[src/rtl/rca_fault_detector.sv]
// BIST sweep for a WIDTH-bit ripple-carry adder. It drives a fixed vector set,
// counts per-stage sum/carry mismatches and latches saturating-count fault flags.
module rca_fault_detector #(
  parameter int WIDTH  = 4,
  parameter int THRESH = 2
) (
  input  logic             clk,
  input  logic             clr,
  input  logic             start,
  input  logic [WIDTH-1:0] obs_s,
  input  logic [WIDTH-1:0] obs_c,
  output logic             tv_en,
  output logic [WIDTH-1:0] tv_a,
  output logic [WIDTH-1:0] tv_b,
  output logic             tv_cin,
  output logic [WIDTH-1:0] sf,
  output logic [WIDTH-1:0] cf,
  output logic             busy,
  output logic             done,
  output logic             flags_valid
);

  localparam logic [1:0]       ST_IDLE  = 2'd0;
  localparam logic [1:0]       ST_APPLY = 2'd1;
  localparam logic [1:0]       ST_FLAG  = 2'd2;
  localparam logic [WIDTH-1:0] K_LAST   = {WIDTH{1'b1}};
  localparam logic [1:0]       THR      = THRESH[1:0];
  localparam logic [1:0]       CNT_MAX  = 2'd3;

  logic [1:0]       r_state;
  logic [WIDTH-1:0] r_k;
  logic [WIDTH-1:0] r_tv_a;
  logic [WIDTH-1:0] r_tv_b;
  logic             r_tv_cin;
  logic             r_tv_en;
  logic [WIDTH-1:0] r_sf;
  logic [WIDTH-1:0] r_cf;
  logic             r_busy;
  logic             r_done;
  logic             r_flags_valid;

  logic [WIDTH-1:0] w_k_next;
  logic [WIDTH-1:0] w_exp_s;
  logic [WIDTH-1:0] w_exp_c;
  logic [WIDTH-1:0] w_mis_s;
  logic [WIDTH-1:0] w_mis_c;
  logic [WIDTH-1:0] w_sf_hit;
  logic [WIDTH-1:0] w_cf_hit;
  logic             w_clear;
  logic             w_count;

  // Packed as {cin, b, a}; b is k rotated right by one, cin is the MSB of k.
  function automatic logic [2*WIDTH:0] vector_of(input logic [WIDTH-1:0] k);
    return {k[WIDTH-1], k[0], k[WIDTH-1:1], k};
  endfunction

  // Golden ripple response to the vector currently held on tv_*.
  always_comb begin : p_golden
    logic c_run;
    w_exp_s = '0;
    w_exp_c = '0;
    c_run   = r_tv_cin;
    for (int i = 0; i < WIDTH; i++) begin
      w_exp_s[i] = r_tv_a[i] ^ r_tv_b[i] ^ c_run;
      c_run      = (r_tv_a[i] & r_tv_b[i]) | (r_tv_a[i] & c_run) | (r_tv_b[i] & c_run);
      w_exp_c[i] = c_run;
    end
  end

  assign w_mis_s  = obs_s ^ w_exp_s;
  assign w_mis_c  = obs_c ^ w_exp_c;
  assign w_clear  = (r_state == ST_IDLE) && start;
  assign w_count  = (r_state == ST_APPLY);
  assign w_k_next = r_k + 1'b1;

  generate
    for (genvar gi = 0; gi < WIDTH; gi++) begin : g_bit
      logic [1:0] r_scnt;
      logic [1:0] r_ccnt;

      always_ff @(posedge clk or negedge clr) begin
        if (!clr) begin
          r_scnt <= '0;
          r_ccnt <= '0;
        end else if (w_clear) begin
          r_scnt <= '0;
          r_ccnt <= '0;
        end else if (w_count) begin
          if (w_mis_s[gi] && (r_scnt != CNT_MAX)) r_scnt <= r_scnt + 2'd1;
          if (w_mis_c[gi] && (r_ccnt != CNT_MAX)) r_ccnt <= r_ccnt + 2'd1;
        end
      end

      assign w_sf_hit[gi] = (r_scnt >= THR);
      assign w_cf_hit[gi] = (r_ccnt >= THR);
    end
  endgenerate

  always_ff @(posedge clk or negedge clr) begin
    if (!clr) begin
      r_state       <= ST_IDLE;
      r_k           <= '0;
      r_tv_a        <= '0;
      r_tv_b        <= '0;
      r_tv_cin      <= 1'b0;
      r_tv_en       <= 1'b0;
      r_sf          <= '0;
      r_cf          <= '0;
      r_busy        <= 1'b0;
      r_done        <= 1'b0;
      r_flags_valid <= 1'b0;
    end else begin
      r_done <= 1'b0;
      case (r_state)
        ST_IDLE: begin
          if (start) begin
            r_state                    <= ST_APPLY;
            r_k                        <= '0;
            {r_tv_cin, r_tv_b, r_tv_a} <= vector_of('0);
            r_tv_en                    <= 1'b1;
            r_busy                     <= 1'b1;
          end
        end
        ST_APPLY: begin
          if (r_k == K_LAST) begin
            r_state  <= ST_FLAG;
            r_k      <= '0;
            r_tv_a   <= '0;
            r_tv_b   <= '0;
            r_tv_cin <= 1'b0;
            r_tv_en  <= 1'b0;
          end else begin
            r_k                        <= w_k_next;
            {r_tv_cin, r_tv_b, r_tv_a} <= vector_of(w_k_next);
          end
        end
        ST_FLAG: begin
          r_sf          <= w_sf_hit;
          r_cf          <= w_cf_hit;
          r_done        <= 1'b1;
          r_flags_valid <= 1'b1;
          r_busy        <= 1'b0;
          r_state       <= ST_IDLE;
        end
        default: r_state <= ST_IDLE;
      endcase
    end
  end

  assign tv_en       = r_tv_en;
  assign tv_a        = r_tv_a;
  assign tv_b        = r_tv_b;
  assign tv_cin      = r_tv_cin;
  assign sf          = r_sf;
  assign cf          = r_cf;
  assign busy        = r_busy;
  assign done        = r_done;
  assign flags_valid = r_flags_valid;

endmodule

[config.mk]
export PLATFORM = sky130hd
export DESIGN_NAME = rca_fault_detector
export DESIGN_NICKNAME = d
export VERILOG_FILES = /design/src/rtl/rca_fault_detector.sv
export SDC_FILE = /design/constraint.sdc
export NUM_CORES = 1
export LEC_CHECK = 0
export CORE_MARGIN = 10
export CORE_UTILIZATION = 45
export DETAILED_ROUTE_END_ITERATION = 10
export PLACE_DENSITY = 0.69
export SLEW_MARGIN = 0
export SYNTH_ARGS = -nofsm -noshare
export SYNTH_HDL_FRONTEND = slang
export SYNTH_SLANG_ARGS = --single-unit
export TNS_END_PERCENT = 50
[constraint.sdc]
create_clock -name clk -period 3.7 [get_ports clk]
set_input_delay 0.74 -clock clk [delete_from_list [all_inputs] [get_ports clk]]
set_output_delay 0.74 -clock clk [all_outputs]
set_load 0.1 [all_outputs]
======== Word level (Yosys, flattened, before mapping) ========
Index checks and enable logic that the tools add are counted.
storage, ports and cells
  flip-flop bits (word level) ............. 39
  input bits .............................. 11
  output and inout bits ................... 21
  word-level logic and storage cells ...... 151
cells by class
  add/sub/neg operators ................... 9
  order comparisons ....................... 8
  equal/unequal tests ..................... 13
  muxes and demuxes ....................... 40
  bitwise logic cells ..................... 30
  reduce and logical (&&, ||, !) cells .... 33
operators by type and width
  cell                                                      count
  2-to-1 mux 2 bit                                          26
  AND reduction 2 bit                                       11
  nonzero test 2 bit                                        11
  inequality test 2 bit, second input constant              9
  adder 2 x 1 -> 2 bit, second input constant               8
  greater-or-equal comparator 2 bit, second input constant  8
  one-hot mux 4 bit (2 select lines)                        2
  bitwise AND 1 bit                                         12
  2-to-1 mux 4 bit                                          3
  logical AND 1 bit                                         9
  OR 1 bit                                                  8
  XOR 1 bit                                                 8
  XOR 4 bit                                                 2
  one-hot mux 1 bit (2 select lines)                        3
  2-to-1 mux 1 bit                                          5
  adder 4 x 1 -> 4 bit, second input constant               1
  == test 4 bit, second input constant                      1
  one-hot mux 2 bit (2 select lines)                        1
  AND reduction 3 bit                                       1
  == test 2 x 1 -> 1 bit, second input constant             1
  == test 2 bit, second input constant                      1
  zero test 2 bit                                           1
  inequality test 2 x 1 -> 1 bit, second input constant     1

======== Depth between registers and ports, before layout ========
Gate-level depths: netlist (run 1).
  word-level depth ........................ 17
  gate-level depth with buffers ........... 10
  gate-level depth less buffers ........... 10

======== Least setup slack after synthesis (run 1) ========
OpenSTA, ideal clock, no wires.
  path kind ............................... register -> register
  start ................................... register r_tv_b[3] (netlist: tv_b[3])
  end ..................................... register g_bit[3].r_scnt[0]
  library setup time ...................... 0.079 ns
  data arrival time ....................... 3.320 ns
  required time ........................... 3.621 ns
  setup slack ............................. 0.300 ns
  stages on the path, launching flop included .. 11
  path buffers ............................ 0
  period minus slack after synthesis ...... 3.400 ns
  cell sequence ........................... dfrtp_1 > inv_1 > fa_1 > inv_1 > fa_1 > fa_1 > inv_1 > fa_1 > xor2_1 > nor3_1 > mux2i_1
on the way
  word-level cells in the longest chain between the ends .. 6
RTL lines
  what                           RTL line  text
  from (decl)                    33        logic [WIDTH-1:0] r_tv_b;
  from (signal assigned)         119       {r_tv_cin, r_tv_b, r_tv_a} <= vector_of('0);
  from (signal assigned)         134       {r_tv_cin, r_tv_b, r_tv_a} <= vector_of(w_k_next);
  XOR 1 bit (2 in a row)         64        w_exp_s[i] = r_tv_a[i] ^ r_tv_b[i] ^ c_run;
  XOR 4 bit                      70        assign w_mis_s = obs_s ^ w_exp_s;
  logical AND 1 bit              89        if (w_mis_s[gi] && (r_scnt != CNT_MAX)) r_scnt <= r_scnt + 2'd1;
  nonzero test 2 bit (no line)   -
  AND reduction 2 bit (no line)  -
  to (signal assigned)           89
  to (decl)                      78        logic [1:0] r_scnt;
Every way passes these cells.
A chain may end at the register's enable or synchronous reset.

======== Worst setup path after layout (run 1) ========
  start ................................... register r_tv_b[2] (netlist: tv_b[2])
  end ..................................... register g_bit[3].r_scnt[1]
on the way
  word-level cells in the longest chain between the ends .. 8
  elaborated cells on any way between the ends .. 9
  those cells by class .................... 6 x bitwise; 3 x reduce/logical
RTL lines
  what                               RTL line  text
  bitwise AND 1 bit                  65        c_run = (r_tv_a[i] & r_tv_b[i]) | (r_tv_a[i] & c_run) | (r_tv_b[i] & c_run);
  OR 1 bit                           65
  OR 1 bit (*)                       65
  XOR 1 bit (*)                      64
  XOR 4 bit (*)                      70
  logical AND 1 bit (*)              89
  nonzero test 2 bit (no line) (*)   -
  AND reduction 2 bit (no line) (*)  -
Every way passes the cells marked *; elsewhere a longest branch is shown, timed or not.

==> impl_metrics.ini, run 1 <==
[status]
status = finished, final reports clean

[timing]
drv_slew = 0
rsz0062_at_grt = no
maxSlewHeadroom_pct = 33.9
setup_tns_ns = 0
fin_crit_sh_pct = 83.3
clock_skew_ns = 0.00434
finalCriticalPeriod_ns = 3.08
setup_viol = 0
worstMarginPinSlew_ns = 0.988
clock.fmax_mhz = 325
hold_viol_final = 0

[critical_path]
critical_path_class = reg2reg
required_ns = 3.90
cp-end-kind = register
cp.arrival_ns = 3.28
cp_max_fo = 8
reg2reg_depth = 10
reg2reg_from = tv_b[2]
regToRegSetupSlack_ns = 0.62
critPathLaunchType = register
r2r-end = g_bit[3].r_scnt[1]

[clock_network]
cts.clk_slew.worst_paths_ns = 0.07
cts_root_buffer = clkbuf_8
cts.path.max_buffers = 2
cts_buffers = 5
cts_setup_buffers = 0
cts_tree = built
clock-sinks = 34
post_cts_resize_count = 0
htreeDepth = 2
ctsHoldBuffers = 0
clk-insertion-delay-late_ns = 0.28

[detailed_routing]
totalWireLength_um = 3840
viasPerCell = 5.01
wl_per_cell_um = 14.9
drc = 0
firstDrtPassIters = 4
dr.first_iter.drc_count = 88
vias = 1292
ant_nets = 0

[die]
io_pins = 32
core_um2 = 4090
die_x_um = 85.7
rows = 23
die_height_um = 85.7
start_util_pct = 47.5
die_area_um2 = 7340

[worst_hold_path]
hp-start = flags_valid
hold_depth = 1
holdPathEnd = flags_valid
hold_path.class = reg2reg

[synth]
synth_xor_xnor_area_share_pct = 3.61
yosysUniqueCellTypes = 27
synthMuxAreaShare_pct = 8.25
syn-cell-area_um2 = 1940
synth_seq_area_share_pct = 43.8
synth_top_family_by_area = adder cells
synthesis.yosys.warnings = 0
synth_compound_area_share_pct = 4.71
ys_ff_latch = 34
synth_nets = 213
synthSimpleGateAreaFrac_pct = 16.1
syn_inst = 179
synthAdderAreaFrac_pct = 16.4
synth.avg_cell_area_um2 = 10.8

[run]
drv_cap = 0

[global_route]
grt.total_usage_pct = 11.0
antenna_found_initial = 0
grt_max_degree = 35
grtUsageMet2_pct = 18.5
grt_overflow = 0
grt_pass1_vias = 1356
grt_pass1_wl_um = 6600
gr-max-usage-layer = met2
use_met3_pct = 4.92
gr-usage-met1_pct = 12.7

[cells_and_area]
final_cell_mix = 34 x dfrtp_1, 33 x nand2_1, 24 x clkdlybuf4s50_1
fillers = 345
antenna_cells = 0
multi_input_area_um2 = 952
regArea_um2 = 851
nets = 242
mostFrequentLayoutCell = dfrtp_1
area_growth_pct = 18.2
drive_gt1_share_pct = 9.62

[place]
dp_hpwl_um = 2930
place_congestion = 0.782
port_buffers = 31
==> how the worst max path moves through the flow <==
stage | end | cells after the start | slack [ns] | from
2_1_floorplan | g_bit[3].r_scnt[0] | 10 | 0.30 | tv_b[3]
4_1_cts | g_bit[3].r_scnt[1] | 10 | 0.58 | tv_b[2]
5_1_grt | g_bit[3].r_scnt[0] | 10 | 0.45 | tv_b[2]
3_5_place_dp | g_bit[3].r_scnt[1] | 10 | 0.60 | tv_b[2]
3_3_place_gp | g_bit[3].r_scnt[1] | 10 | 0.77 | tv_b[2]
6_report | g_bit[3].r_scnt[1] | 10 | 0.62 | tv_b[2]
==> stage by stage <==
step	utilization (%)	instances	cell area (um^2)	worst slack, ns	hold slack (ns)
2_1_floorplan	-	179	1940	0.300	0.444
3_3_place_gp	54.3	251	2220	0.770	0.450
3_5_place_dp	54.3	251	2220	0.596	0.451
4_1_cts	56.2	258	2290	0.579	0.471
5_1_grt	56.2	258	2290	0.446	0.476
6_report	56.2	258	2290	0.619	0.467
==> critical path, stage by stage (launching register included) <==
cell     delay (ns)
dfrtp_1        0.48
inv_1          0.18
fa_1           0.22
inv_1          0.06
fa_1           0.42
fa_1           0.43
inv_1          0.10
fa_1           0.44
xor2_1         0.15
nor3_1         0.29
mux2i_1        0.24
==> final cells by class <==
class | instances | area share [%]
Multi-Input combinational cell | 121 | 41.5
Tap cell | 50 | 2.73
Timing Repair Buffer | 32 | 13.1
Inverter | 14 | 2.29
Clock buffer | 7 | 3.33
Sequential cell | 34 | 37.1
==> metal layers <==
metal,vias up,wire length (um)
li1,633,-
met1,619,1740
met2,38,1830
met3,2,261
met4,0,10
met5,-,0
==> synthesized netlist by cell type (all sizes together) <==
cell    instances  area share (%)
dfrtp          34              44
nand2          33             6.4
ha             19              12
mux2i          16             8.3
inv            14             2.7
o21ai          11             2.8
buf            10             4.4
nor2            9             1.7
nor3            8             4.9
fa              4             4.1
nand2b          4             1.4
xnor2           4             1.8
xor2            4             1.8
a21oi           2            0.52
nor4b           2            0.90
a221o           1            0.52
a22o            1            0.45
nor2b           1            0.32
o21bai          1            0.39
or3b            1            0.45
==> flip-flops by register name, indices dropped and copies added (netlist names) <==
name	flops
cf	4
g_bit.r_ccnt	8
tv_b	3
busy	1
tv_en	1
r_state	2
flags_valid	1
done	1
g_bit.r_scnt	8
sf	4
tv_a	1
==> cells by family (layout without fill, tap and decap cells) <==
kind of cell               count (synthesis)  count (layout)
adders and majority gates                 23              23
xor gates and xnor gates                   8               8
and+or+nand+nor                           58              58
AOI/OAI and AO/OA                         16              16
DFF                                       34              34
buffers and inverters                     24              53
muxes                                     16              16
Power of run 1 is left out: the tool's default activity adds up to more than one toggle a clock period on the data nets, which glitch-free logic cannot reach.
==> inputs of run 2 (changes only) <==
--- a/config.mk
+++ b/config.mk
@@ -8,7 +8,7 @@
 export CORE_MARGIN = 10
 export CORE_UTILIZATION = 45
 export DETAILED_ROUTE_END_ITERATION = 10
-export PLACE_DENSITY = 0.69
+export PLACE_DENSITY = 0.72
 export SLEW_MARGIN = 0
 export SYNTH_ARGS = -nofsm -noshare
 export SYNTH_HDL_FRONTEND = slang
==> constraint.sdc (replaced) <==
create_clock -name clk -period 2.6 [get_ports clk]
set_input_delay 0.52 -clock clk [delete_from_list [all_inputs] [get_ports clk]]
set_output_delay 0.52 -clock clk [all_outputs]
set_load 0.1 [all_outputs]
==> run 2 against run 1 <==
Net effect: flip-flop and latch count did not move; critical endpoint unchanged; core utilization grew 1.9 points; worst hold slack better by 0.0051 ns; global-route usage up 0.45 points; clock skew up 0.0014 ns; sequential share of layout area decreased by 0.69 points; non-clock buffer count grew 9; the flow now finishes with violations (setup timing); fmax up 16%.
==> impl_metrics.ini, run 2 (synthesized netlist as in run 1, its figures left out) <==
[cells_and_area]
antenna_cells = 0
fin_area_um2 = 2370
largestRegisters = g_bit.r_ccnt: 8 flops, g_bit.r_scnt: 8 flops
regArea_um2 = 863
multi_input_area_um2 = 965
fillers = 346
nets = 251
post-route-util_pct = 58.1
drive_gt1_share_pct = 26.6
mostFrequentLayoutCell = nand2_1
area_growth_pct = 22.2
final_cell_mix = 33 x nand2_1, 31 x buf_4, 30 x dfrtp_1

[timing]
hold_viol_final = 0
fin_ws_ns = -0.0591
drv_slew = 0
worstMarginPinSlew_ns = 0.694
clock_skew_ns = 0.00577
clock.fmax_mhz = 376
fin_crit_sh_pct = 102
finalCriticalPeriod_ns = 2.66
maxSlewHeadroom_pct = 53.7
rsz0062_at_grt = yes
setup_tns_ns = -0.113
setup_viol = 2

[clock_network]
cts_setup_buffers = 0
cts_buffers = 5
ctsHoldBuffers = 0
cts_root_buffer = clkbuf_8
cts_tree = built
clk-insertion-delay-late_ns = 0.28
htreeDepth = 2
cts.path.max_buffers = 2
cts.clk_slew.worst_paths_ns = 0.07
clock-sinks = 34

[die]
io_pins = 32
start_util_pct = 47.5
rows = 23
core_um2 = 4090
die_area_um2 = 7340
die_height_um = 85.7
die_x_um = 85.7

[critical_path]
crit_slowest_cell = dfrtp_4
path_delay_family = adder cells
cp_max_fo = 2
path_buf_inv = 3
critical_path.cell_chain = inv_4 > fa_2 > inv_2 > fa_2 > fa_2 > inv_2 > fa_1 > xor2_1 > nor3_2 > mux2i_1
critPathMaxStageDelay_ns = 0.49
cp-end-kind = register
cp.arrival_ns = 2.87
required_ns = 2.81
critPathLaunchType = register
critical_path_class = reg2reg
cpMostUsedCell = fa_2

[detailed_routing]
firstDrtPassIters = 4
viasPerCell = 4.88
dr.first_iter.drc_count = 62
wl_per_cell_um = 14.6
totalWireLength_um = 3910
vias = 1308
ant_nets = 0
drc = 0

[global_route]
antenna_found_initial = 0
grt.total_usage_pct = 11.4
grt_pass1_vias = 1428
grt_pass1_wl_um = 6760
grt_overflow = 0
grt_max_degree = 35

[run]
drv_cap = 0

[place]
placed_cell_area_um2 = 2280
port_buffers = 31
place_congestion = 0.797
dp_hpwl_um = 2980

[status]
violations = setup timing
status = finished with violations

[worst_hold_path]
hold_path.class = reg2reg
==> run 2: worst paths after layout <==
path                              from                  to  slack (ns)  cells past startpoint
setup / recovery               tv_b[3]  g_bit[3].r_scnt[1]       -0.06                     10
hold / removal             flags_valid         flags_valid        0.47                      1
setup reg to reg               tv_b[3]  g_bit[3].r_scnt[1]       -0.06                     10
hold reg to reg            flags_valid         flags_valid        0.47                      1
max in group asynchronous          clr             tv_b[2]        1.59                      2
min in group asynchronous          clr          r_state[0]        0.64                      2
==> run 2: layout make-up <==
class                           count  area share, %
Tap cell                           50           2.64
Clock inverter                      1          0.211
Multi-Input combinational cell    121           40.7
Inverter                           14           2.43
Sequential cell                    34           36.4
Timing Repair Buffer               41           14.0
Clock buffer                        7           3.64
==> run 2: per-stage QoR <==
step,setup WS [ns],cells,hold WS [ns]
global route,-0.202,268,0.481
floorplan,-0.243,179,0.224
CTS,-0.0678,268,0.475
global placement,-0.0156,260,0.451
finish,-0.0591,268,0.472
detailed placement,-0.109,260,0.455
==> run 2: worst reg2reg max path: stages, from the launching register on <==
cell	delay (ns)
dfrtp_4	0.49
inv_4	0.06
fa_2	0.22
inv_2	0.04
fa_2	0.36
fa_2	0.36
inv_2	0.06
fa_1	0.41
xor2_1	0.16
nor3_2	0.21
mux2i_1	0.21
==> run 2: metal layers <==
| metal | up-vias | wire length [um] | track usage, % | part of all wire (%) |
|---|---|---|---|---|
| met3 | 0 | 192 | 5.01 | 4.9 |
| met2 | 22 | 2020 | 20.0 | 52 |
| met5 | - | 0 | 0 | 0 |
| met1 | 633 | 1690 | 12.7 | 43 |
| li1 | 653 | - | - | - |
| met4 | 0 | 0 | 1.80 | 0 |
==> run 2: timing repair <==
action	in CTS	in global routing
pin swaps	1	0
resized for setup	0	0
endpoints found under the setup margin	2	2
hold endpoints to repair	0	0
Power of run 2 is left out for the same reason.
==> inputs of run 3 (changes only) <==
--- a/config.mk
+++ b/config.mk
@@ -5,10 +5,12 @@
 export SDC_FILE = /design/constraint.sdc
 export NUM_CORES = 1
 export LEC_CHECK = 0
+export ABC_AREA = 1
 export CORE_MARGIN = 10
-export CORE_UTILIZATION = 45
+export CORE_UTILIZATION = 48
 export DETAILED_ROUTE_END_ITERATION = 10
-export PLACE_DENSITY = 0.72
+export PLACE_DENSITY = 0.76
+export REMOVE_ABC_BUFFERS = 1
 export SLEW_MARGIN = 0
 export SYNTH_ARGS = -nofsm -noshare
 export SYNTH_HDL_FRONTEND = slang
==> run 3 against run 2 <==
Net effect: critical path depth increased by 3; fmax increased by 7.6%; critical path type unchanged; sequential share of layout area decreased by 2.1 points; the flow now finishes without violations; worst setup slack improved by 0.19 ns; critical endpoint unchanged.
==> impl_metrics.ini, run 3 <==
[status]
status = finished, final reports clean

[cells_and_area]
nets = 314
largestRegisters = g_bit.r_ccnt: 8 flops, g_bit.r_scnt: 8 flops
fillers = 351
area_growth_pct = 23.9
drive_gt1_share_pct = 22.1
final_cell_mix = 55 x nand2_1, 34 x dfrtp_1, 31 x nor2_1, 31 x buf_4, 22 x inv_1
mostFrequentLayoutCell = nand2_1
antenna_cells = 0

[detailed_routing]
vias = 1587
viasPerCell = 4.79
drc = 0
ant_nets = 0
totalWireLength_um = 4230
dr.first_iter.drc_count = 76
firstDrtPassIters = 4
wl_per_cell_um = 12.8

[synth]
synth_seq_area_share_pct = 42.5
synth_top_area_share_pct = 42.5
async_reset_ff_share_pct = 100
ys_ff_latch = 34
synth.avg_cell_area_um2 = 8.31
synth_area_leaders = dfrtp_1 43%, ha_1 12%, nand2_1 11%, nor2_1 5.8%, inv_1 4.5%
yosysUniqueCellTypes = 21
synth_top_cell_by_area = dfrtp_1
synthTopCellsByCount = 57 x nand2_1, 34 x dfrtp_1, 31 x nor2_1
synth_edf_count = 0
synth.most_common_cell = nand2_1
syn_inst = 241
synthesis.yosys.warnings = 0
ys_dominant_reg_cell = dfrtp_1
syn-cell-area_um2 = 2000

[die]
die_height_um = 84.6
die_x_um = 84.6
core_um2 = 4030
io_pins = 32
start_util_pct = 49.7
rows = 23
die_area_um2 = 7150

[worst_hold_path]
hold_path.class = reg2reg

[place]
dp_hpwl_um = 3110
place_congestion = 0.774
port_buffers = 31

[clock_network]
cts_buffers = 5
ctsHoldBuffers = 0
cts_setup_buffers = 0
cts_tree = built
clk-insertion-delay-late_ns = 0.29
cts_root_buffer = clkbuf_8
cts.clk_slew.worst_paths_ns = 0.07
htreeDepth = 2
clock-sinks = 34
cts.path.max_buffers = 2

[critical_path]
crit_slowest_cell = fa_1
cp-end-kind = register
path_delay_family = adder cells
required_ns = 2.79
critical_path_class = reg2reg
cp.arrival_ns = 2.66
critPathMaxStageDelay_ns = 0.42
cp_max_fo = 4
path_buf_inv = 4
critPathLaunchType = register
critical_path.cell_chain = inv_1 > fa_2 > inv_1 > fa_2 > fa_2 > inv_1 > fa_1 > inv_1 > nand2_1 > nand2_2 > nand3_2 > nand2_2 > nor2_1
cpMostUsedCell = inv_1

[global_route]
grt_pass1_wl_um = 7490
grt_max_degree = 35
grt_pass1_vias = 1636
antenna_found_initial = 0
grt_overflow = 0
grt.total_usage_pct = 12.5

[timing]
maxSlewHeadroom_pct = 71.5
hold_viol_final = 0
clock.fmax_mhz = 404
drv_slew = 0
fin_crit_sh_pct = 95.1
setup_viol = 0
worstMarginPinSlew_ns = 0.427
finalCriticalPeriod_ns = 2.47
whs_ns = 0.472
clock_skew_ns = 0.00904

[run]
drv_cap = 0
-- run 3: changes by cell type in the layout (fill, tap and decap cells not counted), moves of 11 or more --
cell     previous run  this run
a21oi_1             2        17
inv_1               9        22
mux2i_1            16         0
nand2_1            33        55
nand2_2             0        11
nand3_1             0        14
nor2_1              9        31
-- run 3: area by class of cell --
class | instances | area (um^2) | share of cell area [%]
flip-flops and latches | 34 | 851 | 34.3
repair buffers | 41 | 333 | 13.4
well taps | 50 | 62.6 | 2.52
clock inverters | 2 | 60.1 | 2.42
inverters | 26 | 97.6 | 3.93
clock buffers | 6 | 82.6 | 3.33
multi-input cells | 172 | 995 | 40.1
-- run 3: final timing paths --
path,startpoint,to,slack (ns),cells past startpoint
setup / recovery,tv_b[2],g_bit[3].r_scnt[1],0.13,13
hold / removal,sf[0],sf[0],0.47,2
setup reg to reg,tv_b[2],g_bit[3].r_scnt[1],0.13,13
hold reg to reg,sf[0],sf[0],0.47,2
max in group asynchronous,clr,sf[2],1.65,2
min in group asynchronous,clr,g_bit[0].r_ccnt[0],0.64,2
-- run 3: what timing repair did --
| action | in CTS | in global routing |
|---|---|---|
| resized for setup | 1 | 7 |
| endpoints found under the setup margin | 2 | 2 |
| pin swaps | 0 | 0 |
-- run 3: logic make-up after synthesis --
kind of cell | synth area share (%)
simple gates | 24.9
buf+inv | 8.69
flops | 42.5
compound gates | 7.56
fa+ha+maj | 15.9
xor+xnor | 0.438
-- run 3: worst register-to-register path, cell delays in order (launching register included) --
cell and delay [ns]:
dfrtp_1 0.38, inv_1 0.10, fa_2 0.21, inv_1 0.06, fa_2 0.36, fa_2 0.35, inv_1 0.07, fa_1 0.42
inv_1 0.07, nand2_1 0.06, nand2_2 0.09, nand3_2 0.09, nand2_2 0.07, nor2_1 0.04
-- run 3: routing by layer --
metal,vias to the layer above,share of wire [%],GRT usage [%]
met5,-,0,0
met4,0,1.0,3.74
met3,4,6.2,4.25
met2,29,50,21.6
met1,726,43,14.3
li1,828,-,-
-- run 3: metrics by stage --
stage | util, % | setup slack [ns] | setup TNS, ns | std cells | instance area [um^2]
after CTS | 61.2 | 0.0219 | 0 | 331 | 2470
final | 61.6 | 0.128 | 0 | 331 | 2480
after global placement | 57.6 | 0.0930 | 0 | 323 | 2320
after global routing | 61.6 | -0.00201 | -0.00201 | 331 | 2480
after floorplan | - | -2.00 | -26.70 | 232 | 1930
after detailed placement | 57.6 | 0.0126 | 0 | 323 | 2320
Power of run 3 is left out for the same reason.
